### src/rtl/imem_loader_pkg.sv
// Shared types for the instruction-memory loader: bus word, FSM states, word geometry.
package imem_loader_pkg;
    typedef logic [31:0] DATA_BUS;

    localparam int WORD_BYTES = 4;

    typedef enum logic [2:0] {
        IDLE, HDR, DATA, WRITE, CSUM, DONE, ERR
    } LOADER_STATE;
endpackage

### src/rtl/imem_loader_if.sv
// Host byte channel plus instruction-memory write port of the loader.
interface imem_loader_if;
    logic                     byte_valid;
    logic [7:0]               byte_data;
    logic                     byte_ready;
    logic                     mem_we;
    imem_loader_pkg::DATA_BUS mem_addr;
    imem_loader_pkg::DATA_BUS mem_wdata;

    modport slave  (input  byte_valid, byte_data, output byte_ready, mem_we, mem_addr, mem_wdata);
    modport master (output byte_valid, byte_data, input  byte_ready, mem_we, mem_addr, mem_wdata);
endinterface

### src/rtl/imem_loader_word_assembler.sv
// Little-endian byte-to-word shifter with byte counter and running XOR checksum.
module imem_loader_word_assembler
    import imem_loader_pkg::*;
(
    input  logic       clk,
    input  logic       rst,
    input  logic       clear,
    input  logic       shift_en,
    input  logic       csum_en,
    input  logic [7:0] byte_in,
    output DATA_BUS    word_nxt,
    output logic       word_ready,
    output logic [7:0] csum
);
    logic [1:0] cnt;
    DATA_BUS    word_q;

    // Shift right so the first byte of a word ends up in bits 7:0.
    assign word_nxt   = {byte_in, word_q[31:8]};
    assign word_ready = shift_en && (cnt == 2'(WORD_BYTES - 1));

    always_ff @(posedge clk) begin
        if (rst || clear) begin
            cnt    <= '0;
            word_q <= '0;
            csum   <= '0;
        end else if (shift_en) begin
            cnt    <= cnt + 2'd1;
            word_q <= word_nxt;
            if (csum_en) csum <= csum ^ byte_in;
        end
    end
endmodule

### src/rtl/imem_loader.sv
// Streams a length-prefixed, XOR-checksummed program image into instruction memory,
// holding the core in reset until the image is verified.
module imem_loader
    import imem_loader_pkg::*;
#(
    parameter int      DEPTH_WORDS = 256,
    parameter DATA_BUS BASE_ADDR   = 32'h0
) (
    input  logic            clk,
    input  logic            rst,
    input  logic            start,
    imem_loader_if.slave    bus,
    output logic            cpu_rst,
    output logic            busy,
    output logic            done,
    output logic            error
);
    LOADER_STATE state, nxt;
    DATA_BUS     idx, len, word_nxt;
    logic [7:0]  csum;
    logic        xfer, word_ready, restart;

    assign bus.byte_ready = (state == HDR) || (state == DATA) || (state == CSUM);
    assign bus.mem_we     = (state == WRITE);
    assign xfer           = bus.byte_valid && bus.byte_ready;
    assign restart        = start && ((state == IDLE) || (state == DONE) || (state == ERR));

    assign cpu_rst = (state != DONE);
    assign busy    = (state == HDR) || (state == DATA) || (state == WRITE) || (state == CSUM);
    assign done    = (state == DONE);
    assign error   = (state == ERR);

    imem_loader_word_assembler u_asm (
        .clk        (clk),
        .rst        (rst),
        .clear      (restart),
        .shift_en   (xfer && (state != CSUM)),
        .csum_en    (state == DATA),
        .byte_in    (bus.byte_data),
        .word_nxt   (word_nxt),
        .word_ready (word_ready),
        .csum       (csum)
    );

    always_ff @(posedge clk) begin
        if (rst) state <= IDLE;
        else     state <= nxt;
    end

    always_comb begin
        nxt = state;
        case (state)
            IDLE:  if (start) nxt = HDR;
            HDR:   if (word_ready) begin
                       if (word_nxt == '0)                         nxt = CSUM;
                       else if (word_nxt > DATA_BUS'(DEPTH_WORDS)) nxt = ERR;
                       else                                        nxt = DATA;
                   end
            DATA:  if (word_ready) nxt = WRITE;
            WRITE: nxt = (idx + 32'd1 == len) ? CSUM : DATA;
            CSUM:  if (xfer) nxt = (bus.byte_data == csum) ? DONE : ERR;
            DONE,
            ERR:   if (start) nxt = HDR;
            default: nxt = IDLE;
        endcase
    end

    // Address/data are captured on the last byte so the write lands one cycle later and then holds.
    always_ff @(posedge clk) begin
        if (rst) begin
            idx           <= '0;
            len           <= '0;
            bus.mem_addr  <= BASE_ADDR;
            bus.mem_wdata <= '0;
        end else begin
            if (restart) begin
                idx <= '0;
                len <= '0;
            end
            if (state == HDR && word_ready) len <= word_nxt;
            if (state == DATA && word_ready) begin
                bus.mem_addr  <= BASE_ADDR + (idx << 2);
                bus.mem_wdata <= word_nxt;
            end
            if (state == WRITE) idx <= idx + 32'd1;
        end
    end
endmodule

### src/flat_wrapper.sv
// flat-port wrapper written by rule: the top's interface ports become plain ports
module imem_loader_flat import imem_loader_pkg::*;
#(
    parameter int      DEPTH_WORDS = 256,
    parameter DATA_BUS BASE_ADDR   = 32'h0
)
  (clk, rst, start, cpu_rst, busy, done, error, bus_byte_valid, bus_byte_data, bus_byte_ready, bus_mem_we, bus_mem_addr, bus_mem_wdata);
  imem_loader_if bus_i ();
  input  logic clk;
  input  logic rst;
  input  logic start;
  output logic cpu_rst;
  output logic busy;
  output logic done;
  output logic error;
  input wire logic [$bits(bus_i.byte_valid)-1:0] bus_byte_valid;
  input wire logic [$bits(bus_i.byte_data)-1:0] bus_byte_data;
  output wire logic [$bits(bus_i.byte_ready)-1:0] bus_byte_ready;
  output wire logic [$bits(bus_i.mem_we)-1:0] bus_mem_we;
  output wire logic [$bits(bus_i.mem_addr)-1:0] bus_mem_addr;
  output wire logic [$bits(bus_i.mem_wdata)-1:0] bus_mem_wdata;
  assign bus_i.byte_valid = bus_byte_valid;
  assign bus_i.byte_data = bus_byte_data;
  assign bus_byte_ready = bus_i.byte_ready;
  assign bus_mem_we = bus_i.mem_we;
  assign bus_mem_addr = bus_i.mem_addr;
  assign bus_mem_wdata = bus_i.mem_wdata;
  imem_loader #(.DEPTH_WORDS(DEPTH_WORDS), .BASE_ADDR(BASE_ADDR)) u_core (.clk(clk), .rst(rst), .start(start), .bus(bus_i), .cpu_rst(cpu_rst), .busy(busy), .done(done), .error(error));
endmodule
### config.mk
export PLATFORM = sky130hd
export DESIGN_NAME = imem_loader_flat
export DESIGN_NICKNAME = d
export VERILOG_FILES = /design/src/rtl/imem_loader_pkg.sv /design/src/rtl/imem_loader_if.sv /design/src/rtl/imem_loader_word_assembler.sv /design/src/rtl/imem_loader.sv /design/src/flat_wrapper.sv
export SDC_FILE = /design/constraint.sdc
export NUM_CORES = 1
export LEC_CHECK = 0
export CORE_MARGIN = 2
export CORE_UTILIZATION = 30
export DETAILED_ROUTE_END_ITERATION = 10
export MAX_ROUTING_LAYER = met4
export PLACE_DENSITY_LB_ADDON = 0.2
export SYNTH_ARGS = -nofsm -noshare
export SYNTH_HDL_FRONTEND = slang
export SYNTH_SLANG_ARGS = --single-unit
### constraint.sdc
create_clock -name clk -period 5.51 [get_ports clk]
set_input_delay 0.551 -clock clk [delete_from_list [all_inputs] [get_ports clk]]
set_output_delay 0.551 -clock clk [all_outputs]
set_load 0.005 [all_outputs]
# == Word level (Yosys, flattened, before mapping) ==
# Cells that the tools add are included.
# op_classes
n_addsub,2
multipliers,0
n_div,0
magnitude_cmp,1
n_eq_ne,15
shifts,0
n_mux,12
n_bitwise,1
reduce_logical,20
# ops
operator,n
32-bit 2-to-1 mux,3
"32-bit by 1-bit adder with 32-bit output, second input constant",1
32-bit == test,1
"32-bit by 9-bit greater-than comparator with 1-bit output, second input constant",1
32-bit logical NOT,1
3-bit 2-to-1 mux,7
3-bit case mux with 5 select lines,1
"3-bit == test, second input constant",3
8-bit == test,1
"2-bit by 1-bit inequality test with 1-bit output, second input constant",4
8-bit XOR,1
1-bit logical OR,7
"3-bit by 2-bit == test with 1-bit output, second input constant",2
1-bit logical AND,6
"3-bit inequality test, second input constant",2
4-bit AND reduction,1
2-bit nonzero test,2
"3-bit by 1-bit == test with 1-bit output, second input constant",1
3-bit logical NOT,1
3-bit OR reduction,1
"2-bit by 1-bit adder with 2-bit output, second input constant",1
"2-bit == test, second input constant",1
2-bit 2-to-1 mux,1
2-bit AND reduction,1
# word_totals
regBits,171
latchBits,0
ram_bits,0
rom_bits,0
inputBits,12
output_inout_bits,70
mem_count,0

# == Depth between registers and ports, before layout ==
# logic_depth
word_depth,8
ltp_mapped,10
depth_no_buf,8

# == Modules after synthesis ==
# Synthesis repeated with hierarchy kept, for this count alone.
# hier_totals
cells_unflattened,1004
hier_area_um2,7931.4
# by_module_without_submodules
module,n_inst,cells_each,area_per_inst_um2
imem_loader,1,863,6417.4
imem_loader_word_assembler,1,141,1514.0

# == Least setup slack after synthesis ==
# No wires, ideal clock.
# synth_path
kind,flip-flop to flip-flop
startpoint,reg u_core.idx[0]
endpoint,reg u_core.state[1]
setup_time_ps,120
t_arrival_ps,2852
required_time_ps,5390
setup_slack_ps,2538
path_stages_with_launch,10
period_less_slack_ps,2972
path_cell_list,dfxtp_1 ha_1 buf_2 nand3_2 nor4_4 xnor2_1 or4_1 or4_1 a2111o_1 o31a_1
# synth_via
elab_chain_len,4
# synth_rtl
item,line,rtl
from (decl),imem_loader.sv:19,"DATA_BUS idx, len, word_nxt;"
from (signal assigned),imem_loader.sv:85,if (state == WRITE) idx <= idx + 32'd1;
32-bit by 1-bit adder with 32-bit output,imem_loader.sv:60,WRITE: nxt = (idx + 32'd1 == len) ? CSUM : DATA;
32-bit == test,imem_loader.sv:60,
3-bit 2-to-1 mux,imem_loader.sv:60,
3-bit case mux with 5 select lines,imem_loader.sv:52,case (state)
to (signal assigned),imem_loader.sv:47,else state <= nxt;
to (decl),imem_loader.sv:18,"LOADER_STATE state, nxt;"
# Every way passes these cells.
# A chain may end at the register's enable or synchronous reset.

# == Worst setup path in the final report ==
# layout_path
startpoint,reg u_core.state[2]
endpoint,out busy
# layout_via
elab_chain_len,4
# layout_rtl
item,line,rtl
3-bit by 1-bit == test with 1-bit output / 3-bit by 2-bit == test with 1-bit output (equally long branches),imem_loader.sv:29,assign busy = (state == HDR) || (state == DATA) || (state == WRITE) || (state == CSUM);
1-bit logical OR (2 in a row),imem_loader.sv:29,
1-bit logical OR *,imem_loader.sv:29,
to (decl),flat_wrapper.sv:13,output logic busy;
# Every way passes the cells marked *; elsewhere a longest branch is shown, timed or not.

==> metrics.md <==
| Metric | Value |
|---|---|
| P_int | 1.91 mW |
| Ys flop type | dfxtp_1 |
| Seq/Total Area, Yosys | 43.1% |
| Critical path arrival | 3160 ps |
| R2R setup slack | 2070 ps |
| Final GP Congestion | 0.902 |
| Distinct cell type count after synthesis | 56 |
| Vias in the first global route | 6401 |
| Crit path launch | u_core.state[2] |
| Hold/Removal Path Class | flop to flop |
| Antenna violations before repair | 0 |
| Synthesis Warnings | 0 |
| Worst slew pin tran | 1110 ps |
| Global-route usage over all layers | 18.3% |
| Most frequent cells in the layout | 220 x nand2_1, 163 x dfxtp_1, 130 x a21oi_1, 89 x nor2_1, 78 x clkdlybuf4s50_1 |
| Worst setup EP type | primary output |
| Multiplexer area fraction after synthesis | 0.429% |
| Simple logic cell fraction of the synthesized area | 26.6% |
| Synth Area in Adders | 0.330% |
| Post-synthesis compound-gate area fraction | 17.6% |
| EDFF count, synth | 0 |
| Clock share of power | 42.0% |
| Drt initial violations | 460 |
| Die height | 163 µm |
| Leakage power | 3.05 nW |
| Hold_buf cts | 0 |
| Crit Path Class | flop to primary output |
| Minimum clock period | 3710 ps |
| Commonest non-fill, non-tap cell in the layout | nand2_1 |
| # rows | 58 |
| Skew-Pair Late Insertion Delay | 430 ps |
| CTS buffer count | 17 |
| Grt ovf | 0 |
| Die X | 163 µm |
| Via Count | 6880 |
| Initial core utilization | 30.3% |
| XOR/XNOR Fraction of Synth Area | 7.28% |
| Largest net degree at the start of global routing | 70 |
| CP Data Required Time | 4960 ps |
| Share of synthesized flip-flops with an asynchronous set or reset | 0% |
| Final WL | 23400 µm |
| CTS Sinks | 163 |
| Switching Share | 30.5% |
| Worst-path clk slew | 70 ps |
| Largest family of logic cells by synthesized area | simple AND/OR/NAND/NOR gates |
| 1st-pass router iterations | 5 |
| Post-CTS Setup Inserts | 0 |
| Die ar. | 26500 µm² |
| Most frequent cell on the critical path | inv_1 |
| Max_cap viols | 0 |
| Half-perimeter wire length after placement | 15800 µm |
| Slew Viols, Final | 0 |
| Ports | 82 |
| Mapped Cells | 975 |
| Sum Neg Setup Slack | 0 ps |
| Root Buffer | clkbuf_16 |
| Nets@finish | 1024 |
| N_diodes | 0 |
| Post-route DRC | 0 |
| Fin. Hold Viols | 0 |
| Number of gates resized after CTS | 0 |
| Syn_area_per_cell | 7.77 µm² |
| Wirelength per Cell | 17.3 µm |
| Mapped Area | 7580 µm² |
| Sequential fraction of design power | 45.2% |
| Achievable Freq | 269 MHz |
| RSZ-0062 raised after global routing | false |
| H-tree depth | 4 |
| Relative slew margins | 25.8% |
| Reg-to-reg critical path endpoint | u_core.state[1] |
| Hold slack | 454 ps |
| Final period util | 67.4% |
| Share of layout cells above drive strength 1 | 5.96% |
| Status | completed |
| CP max-delay cell | dfxtp_1 |
| Crit Path Max Fanout | 47 |
| Flops & latches, synth | 163 |
| Worst R2R Path Depth | 8 |
| Crit-path cells | inv_1, nand3_1, buf_4, inv_1, or2_2, clkdlybuf4s50_1 |
| Routed Antenna Nets | 0 |
| Finish-stage setup viols | 0 |
| Clock buffer depth | 2 |
| Quantity of I/O buffers inserted on ports | 79 |
| Core area | 25000 µm² |
| End of the critical path | busy |
| Vias per inst | 5.08 |
| Psw | 0.838 mW |
| CP max stage delay | 580 ps |
| CTS tree | yes |
| Pwr Density | 301 nW/µm² |
| Worst Clk Skew | 13.8 ps |
| Worst setup SP type | flop |
| P&R area growth vs syn | 20.2% |
| Worst vdd ir | 0.137 mV |
| Global-route wire length before repair | 36900 µm |
| Reg2Reg Launch Point | u_core.idx[0] |
| Combinational share of power | 12.8% |
routing by layer:
metal | wire [µm] | vias up | track usage [%]
met3 | 981 | 15 | 3.57
li1 | - | 3438 | -
met4 | 212 | 0 | 3.66
met1 | 11800 | 3244 | 25.9
met5 | 0 | - | -
met2 | 10400 | 183 | 27.3
power by group through the flow:
stage	sequential (mW)	clock, mW	combinational, mW
detailed placement	1.27	0	0.352
global placement	1.27	0	0.355
CTS	1.24	1.18	0.355
floorplan	1.24	0	0.245
finish	1.24	1.15	0.352
global route	1.24	1.22	0.390
flip-flops by register name, indices dropped and copies added, names as in the netlist:
register and flops:
u_core.bus.mem_addr 30, u_core.bus.mem_wdata 32, u_core.idx 32, u_core.len 32, u_core.state 3, u_core.u_asm.cnt 2
u_core.u_asm.csum 8, u_core.u_asm.word_q 24
cell families (layout without fill, tap and decap cells):
kind of cell	count (synthesis)	count (layout)
other	1	2
adders and majority gates	2	2
muxes	3	3
AOI/OAI and AO/OA	230	230
and+or+nand+nor	430	430
buffers and inverters	83	130
DFF	163	163
xor gates and xnor gates	63	63
through the flow:
stage | area, µm² | utilization, % | instances | total power [mW] | setup WS (ps)
2_1_floorplan | 7580 | - | 976 | 1.49 | 2540
3_3_place_gp | 8550 | 34.2 | 1321 | 1.62 | 2220
3_5_place_dp | 8550 | 34.2 | 1321 | 1.62 | 2120
4_1_cts | 9110 | 36.5 | 1353 | 2.77 | 1830
5_1_grt | 9110 | 36.5 | 1353 | 2.86 | 1630
6_report | 9110 | 36.5 | 1353 | 2.74 | 1800
worst max-delay path, delay by kind of cell (launching register included):
| family | cells | cell delay [ps] |
|---|---|---|
| buffers and inverters | 4 | 1580 |
| DFF | 1 | 580 |
| and+or+nand+nor | 2 | 550 |
synthesized netlist by cell type (3+ instances only):
library cell / instances / area, µm²
nand2_1: 221 / 830
dfxtp_1: 163 / 3260
a21oi_1: 130 / 651
nor2_1: 90 / 338
clkbuf_1: 59 / 221
a22oi_1: 36 / 270
xor2_1: 34 / 298
o21ai_0: 32 / 160
xnor2_1: 29 / 254
nor3_1: 18 / 90.1
nor4_1: 18 / 113
nand4_1: 13 / 81.3
nand3_1: 12 / 60.1
and3_1: 9 / 56.3
inv_1: 9 / 33.8
or3_1: 8 / 50.1
a31oi_1: 7 / 43.8
buf_2: 7 / 35.0
buf_4: 7 / 52.6
or4_1: 6 / 45.0
a311oi_1: 5 / 43.8
nor2b_1: 4 / 25.0
nor3b_1: 4 / 30.0
o211ai_1: 4 / 30.0
and4_1: 3 / 26.3
nand2b_1: 3 / 18.8
nand3b_1: 3 / 22.5
nand4_2: 3 / 37.5
or2_2: 3 / 18.8
how the worst min path moves through the flow:
stage                                   from                  endpoint  slack [ps]  cells past startpoint
floorplan                u_core.u_asm.cnt[1]       u_core.u_asm.cnt[1]         440                      2
global placement    u_core.bus.mem_wdata[31]  u_core.bus.mem_wdata[31]         440                      2
detailed placement    u_core.bus.mem_addr[3]    u_core.bus.mem_addr[3]         450                      2
CTS                   u_core.bus.mem_addr[3]    u_core.bus.mem_addr[3]         460                      2
global route          u_core.bus.mem_addr[3]    u_core.bus.mem_addr[3]         470                      2
finish              u_core.bus.mem_wdata[31]  u_core.bus.mem_wdata[31]         450                      2
cell type report:
| class | count | area, µm² |
|---|---|---|
| clock buffer | 18 | 429 |
| clock inverter | 14 | 133 |
| fill | 2681 | 15900 |
| inverter | 9 | 33.8 |
| multi-input combinational | 730 | 3970 |
| sequential | 163 | 3260 |
| tap | 330 | 413 |
| timing repair buffer | 89 | 863 |
Note: power is estimated with default switching activity, not from simulation.
